## config.mk

```make
export PLATFORM = sky130hd
export DESIGN_NAME = mc_main_control
export DESIGN_NICKNAME = d
export VERILOG_FILES = /design/src/rtl/mc_main_control.sv
export SDC_FILE = /design/constraint.sdc
export NUM_CORES = 1
export LEC_CHECK = 0
export BUFFER_PORTS_ARGS = -buffer_cell sky130_fd_sc_hd__buf_2
export CORE_MARGIN = 2
export CORE_UTILIZATION = 35
export DETAILED_ROUTE_END_ITERATION = 7
export PLACE_DENSITY = 0.7
export SYNTH_ARGS = -nofsm -noshare
export SYNTH_HDL_FRONTEND = slang
export SYNTH_SLANG_ARGS = --single-unit
```

## constraint.sdc

```tcl
create_clock -name clk -period 1.26 [get_ports clk]
set_clock_uncertainty 0.05 [all_clocks]
set_input_delay 0.063 -clock clk [delete_from_list [all_inputs] [get_ports clk]]
set_output_delay 0.063 -clock clk [all_outputs]
set_load 0.02 [all_outputs]
```

## src/rtl/mc_main_control.sv

```systemverilog
// mc_main_control: multi-cycle MIPS main control FSM; ADDI support is built only when MC_ADDI_EN is defined.
// Control outputs decode from the state register (all 0 in reset); FETCH, MEM_READ and MEM_WRITE stall until mem_ready.
module mc_main_control #(
    parameter logic [5:0] OP_RTYPE = 6'd0,
    parameter logic [5:0] OP_LW    = 6'd35,
    parameter logic [5:0] OP_SW    = 6'd43,
    parameter logic [5:0] OP_BEQ   = 6'd4,
    parameter logic [5:0] OP_J     = 6'd2,
    parameter logic [5:0] OP_ADDI  = 6'd8
) (
    input  logic       clk,
    input  logic       rst_n,
    input  logic [5:0] opcode,
    input  logic       mem_ready,
    output logic       pc_write,
    output logic       pc_write_cond,
    output logic       iord,
    output logic       mem_read,
    output logic       mem_write,
    output logic       ir_write,
    output logic       reg_dst,
    output logic       mem_to_reg,
    output logic       reg_write,
    output logic       alu_src_a,
    output logic [1:0] alu_src_b,
    output logic [1:0] alu_op,
    output logic [1:0] pc_source,
    output logic [3:0] state,
    output logic       instr_done,
    output logic       illegal_op
);

    typedef enum logic [3:0] {
        S_IDLE      = 4'd0,
        S_FETCH     = 4'd1,
        S_DECODE    = 4'd2,
        S_MEM_ADDR  = 4'd3,
        S_MEM_READ  = 4'd4,
        S_MEM_WB    = 4'd5,
        S_MEM_WRITE = 4'd6,
        S_R_EXEC    = 4'd7,
        S_R_WB      = 4'd8,
        S_BRANCH    = 4'd9,
        S_JUMP      = 4'd10,
        S_ADDI_EXEC = 4'd11,
        S_ADDI_WB   = 4'd12
    } state_t;

    state_t state_q, state_d;
    logic   illegal_q, illegal_d;
    logic   bad_op;

    always_ff @(posedge clk or negedge rst_n) begin
        if (!rst_n) begin
            state_q   <= S_IDLE;
            illegal_q <= 1'b0;
        end else begin
            state_q   <= state_d;
            illegal_q <= illegal_d;
        end
    end

    always_comb begin
        state_d       = state_q;
        illegal_d     = illegal_q;
        bad_op        = 1'b0;
        pc_write      = 1'b0;
        pc_write_cond = 1'b0;
        iord          = 1'b0;
        mem_read      = 1'b0;
        mem_write     = 1'b0;
        ir_write      = 1'b0;
        reg_dst       = 1'b0;
        mem_to_reg    = 1'b0;
        reg_write     = 1'b0;
        alu_src_a     = 1'b0;
        alu_src_b     = 2'b00;
        alu_op        = 2'b00;
        pc_source     = 2'b00;
        instr_done    = 1'b0;

        case (state_q)
            S_IDLE: state_d = S_FETCH;
            S_FETCH: begin
                mem_read  = 1'b1;
                alu_src_b = 2'b01;
                ir_write  = mem_ready;
                pc_write  = mem_ready;
                if (mem_ready) state_d = S_DECODE;
            end
            S_DECODE: begin
                // ALU speculatively forms the branch target while the opcode is decoded.
                alu_src_b = 2'b11;
                case (opcode)
                    OP_RTYPE:     state_d = S_R_EXEC;
                    OP_LW, OP_SW: state_d = S_MEM_ADDR;
                    OP_BEQ:       state_d = S_BRANCH;
                    OP_J:         state_d = S_JUMP;
`ifdef MC_ADDI_EN
                    OP_ADDI:      state_d = S_ADDI_EXEC;
`else
                    OP_ADDI:      bad_op  = 1'b1;
`endif
                    default:      bad_op  = 1'b1;
                endcase
                if (bad_op) begin
                    state_d    = S_FETCH;
                    illegal_d  = 1'b1;
                    instr_done = 1'b1;
                end
            end
            S_MEM_ADDR: begin
                alu_src_a = 1'b1;
                alu_src_b = 2'b10;
                if (opcode == OP_LW)      state_d = S_MEM_READ;
                else if (opcode == OP_SW) state_d = S_MEM_WRITE;
                else                      state_d = S_FETCH;
            end
            S_MEM_READ: begin
                mem_read = 1'b1;
                iord     = 1'b1;
                if (mem_ready) state_d = S_MEM_WB;
            end
            S_MEM_WB: begin
                reg_write  = 1'b1;
                mem_to_reg = 1'b1;
                instr_done = 1'b1;
                state_d    = S_FETCH;
            end
            S_MEM_WRITE: begin
                mem_write  = 1'b1;
                iord       = 1'b1;
                instr_done = mem_ready;
                if (mem_ready) state_d = S_FETCH;
            end
            S_R_EXEC: begin
                alu_src_a = 1'b1;
                alu_op    = 2'b10;
                state_d   = S_R_WB;
            end
            S_R_WB: begin
                reg_write  = 1'b1;
                reg_dst    = 1'b1;
                instr_done = 1'b1;
                state_d    = S_FETCH;
            end
            S_BRANCH: begin
                alu_src_a     = 1'b1;
                alu_op        = 2'b01;
                pc_write_cond = 1'b1;
                pc_source     = 2'b01;
                instr_done    = 1'b1;
                state_d       = S_FETCH;
            end
            S_JUMP: begin
                pc_write   = 1'b1;
                pc_source  = 2'b10;
                instr_done = 1'b1;
                state_d    = S_FETCH;
            end
`ifdef MC_ADDI_EN
            S_ADDI_EXEC: begin
                alu_src_a = 1'b1;
                alu_src_b = 2'b10;
                state_d   = S_ADDI_WB;
            end
            S_ADDI_WB: begin
                reg_write  = 1'b1;
                instr_done = 1'b1;
                state_d    = S_FETCH;
            end
`endif
            default: state_d = S_FETCH;
        endcase
    end

    assign state      = state_q;
    assign illegal_op = illegal_q;

endmodule

```

==> metrics.md <==
| Metric | Value |
|---|---|
| Least-Margin Pin Slew | `0.326 ns` |
| Sequential area share after synthesis | `24.5%` |
| Fin worst setup slack | `-0.325 ns` |
| Final Hold Viols | `0` |
| Failing checks | `negative setup slack` |
| # setup viols final | `21` |
| Critical Path RT | `1.15 ns` |
| Drt first pass iters | `4` |
| Hold WC Path Type | `in2reg` |
| Post-DP HPWL | `1550 um` |
| Slew Limit Fails | `0` |
| Worst-path clk slew | `0.05 ns` |
| Antenna-violating nets left | `0` |
| Fraction of layout cells with a size suffix above 1 | `70.3%` |
| Final WL | `2270 um` |
| Placer Congestion | `0.833` |
| Area of placed instances | `902 um2` |
| # nets final | `138` |
| Site Rows | `13` |
| Max Clk Rate | `631 MHz` |
| Final Instance Area | `0.00112 mm2` |
| Met3 wire len | `87 um` |
| Cell Area, Synth | `510 um2` |
| Place WS | `-0.131 ns` |
| Drt wl/cell | `15.8 um` |
| Outcome | `finished with violations` |
| Core Footprint | `0.00133 mm2` |
| Diodes inserted | `0` |
| WS Path Type | `reg2out` |
| Vias | `768` |
| Post-synth EDFFs | `0` |
| TritonCTS clock tree | `done` |
| Crit start category | `register` |
| Buffers added on ports | `30` |
| Die area | `0.00178 mm2` |
| Initial core utilization | `38.3%` |
| Worst skew pair latency | `0.25 ns` |
| Vias in the first global route | `787` |
| DR top layer | `met4` |
| Max cap viols | `0` |
| Clock Sink Count | `5` |
| Fin crit share | `126%` |
| Met2 routed WL | `1250 um` |
| First-pass GRT wire length | `3480 um` |
| Mean Syn Cell Area | `7.19 um2` |
| Cells after Synth | `71` |
| Yosys cell types | `34` |
| GRT overflow | `0` |
| VDD IR max | `837 uV` |
| CTS max path bufs | `2` |
| Synthesized net count | `80` |
| Antenna violations before repair | `0` |
| Pwr Density | `1500 mW/mm2` |
| Drt drc | `0` |
| Minimum clock period | `1.58 ns` |
| Worst Setup End Kind | `output pin` |
| Die W | `42.2 um` |
| Via density | `5.37` |
| Critical path arrival | `1.47 ns` |
| GRT Util Overall | `25.8%` |
| H-tree levels | `1` |
| Async SR Flop Fraction | `100%` |
| Unrepaired setup endpoints after global routing | `yes` |
| Syn-to-layout area delta | `119%` |
| Register bit count reported by yosys | `5` |
| Clk root buf | `clkbuf_4` |
| Slew margin rel. | `78.1%` |
| Ports | `31` |
| Warnings from Yosys | `0` |
| Ys flop type | `dfrtp_1` |
| First DRT Iteration DRCs | `16` |
| Chip Height | `42.2 um` |
| Clock buffer count from CTS | `3` |
| Worst-path fanout max | `4` |
| Pin count of the biggest net entering global routing | `10` |
| P_leak | `0.519 nW` |
| Metal-1 WL | `891 um` |
==> critical path, cell delays in order (launching register included) <==
cell and delay, ns:
dfrtp_2 0.42, buf_4 0.15, nand2b_4 0.15, mux2_4 0.29, nor2_4 0.10, buf_6 0.12
==> registers in the layout, indices dropped and copies added, names as in the netlist <==
signal	cells
state	4
illegal_op	1
==> cells by family (layout without fill, tap and decap cells) <==
logic type	after synthesis	count (layout)	synth area share, %
AOI/OAI and AO/OA	13	13	20.1
buffers and inverters	7	64	6.62
DFF	5	5	24.5
and+or+nand+nor	43	43	43.1
muxes	1	1	2.21
xor gates and xnor gates	2	2	3.43
==> placed cells by master, fill, tap and decap left out, types with 3 or more instances in the layout <==
master / instances
nand2_1: 5
clkbuf_4: 3
nor3_2: 3
nand2b_4: 3
dfrtp_2: 3
nor2_1: 7
buf_2: 15
nor2_4: 6
buf_6: 12
buf_4: 30
nand3_1: 3
==> power breakdown <==
group / leakage, nW / internal, W / switching (W) / total, W
sequential: 0.0561 / 0.000193 / 0.0000324 / 0.000225
combinational: 0.448 / 0.000580 / 0.000671 / 0.00125
clock: 0.0150 / 0.000121 / 0.0000828 / 0.000204
total: 0.519 / 0.000893 / 0.000786 / 0.00168
==> routing by layer <==
metal | vias up | GRT usage (%)
met5 | - | 0
met4 | 0 | 13.8
met3 | 6 | 6.47
met2 | 26 | 46.2
met1 | 373 | 27.2
li1 | 363 | -
==> metrics by stage <==
step	total power [W]	setup TNS (ns)	std cells	hold WS, ns	utilization (%)
finish	0.00168	-3.86	143	0.116	84.0
global route	0.00177	-5.05	143	0.119	84.0
CTS	0.00153	-3.49	142	0.113	78.3
detailed placement	0.00116	-0.485	135	-0.167	67.6
global placement	0.00114	-0.313	135	-0.173	67.6
floorplan	0.000811	-0.772	71	-0.283	-
==> path summary, 6_finish.rpt <==
| kind | start | to | slack, ns | cells past startpoint |
|---|---|---|---|---|
| min in group asynchronous | rst_n | illegal_op$_DFFE_PN0P_ | 0.14 | 2 |
| worst min register to register | illegal_op$_DFFE_PN0P_ | illegal_op$_DFFE_PN0P_ | 0.41 | 1 |
| max in group asynchronous | rst_n | state[3]$_DFFE_PN0P_ | 0.86 | 2 |
| worst max-delay path | state[2]$_DFFE_PN0P_ | alu_src_a | -0.32 | 5 |
| worst max register to register | state[0]$_DFFE_PN0P_ | state[1]$_DFFE_PN0P_ | -0.19 | 4 |
| worst min-delay path | opcode[5] | state[3]$_DFFE_PN0P_ | 0.12 | 3 |
==> cells in the mapped netlist, types with 2 or more instances <==
library cell	count	area share (%)
nor2_1	15	11
nand2_1	6	4.4
dfrtp_1	5	25
nor3_1	5	4.9
buf_2	3	2.9
nand2b_1	3	3.7
nand3_1	3	2.9
a21oi_1	2	2.0
inv_1	2	1.5
or2_1	2	2.5
xnor2_1	2	3.4
==> area by class of cell <==
class / count / area [um2]
Inverter: 2 / 10.0
Multi-Input combinational cell: 59 / 490
Clock buffer: 4 / 26.3
Fill cell: 85 / 214
Tap cell: 15 / 18.8
Timing Repair Buffer: 58 / 445
Sequential cell: 5 / 129
==> what timing repair did <==
item / CTS / global route
pin swaps: 1 / 5
buffers inserted: 2 / 3
setup endpoints to repair: 19 / 22
gates resized for setup: 29 / 18
hold endpoints to repair: 5 / 0
cloned: 0 / 0
hold buffers: 1 / 0
No activity file was read; power rests on OpenSTA's default activity.
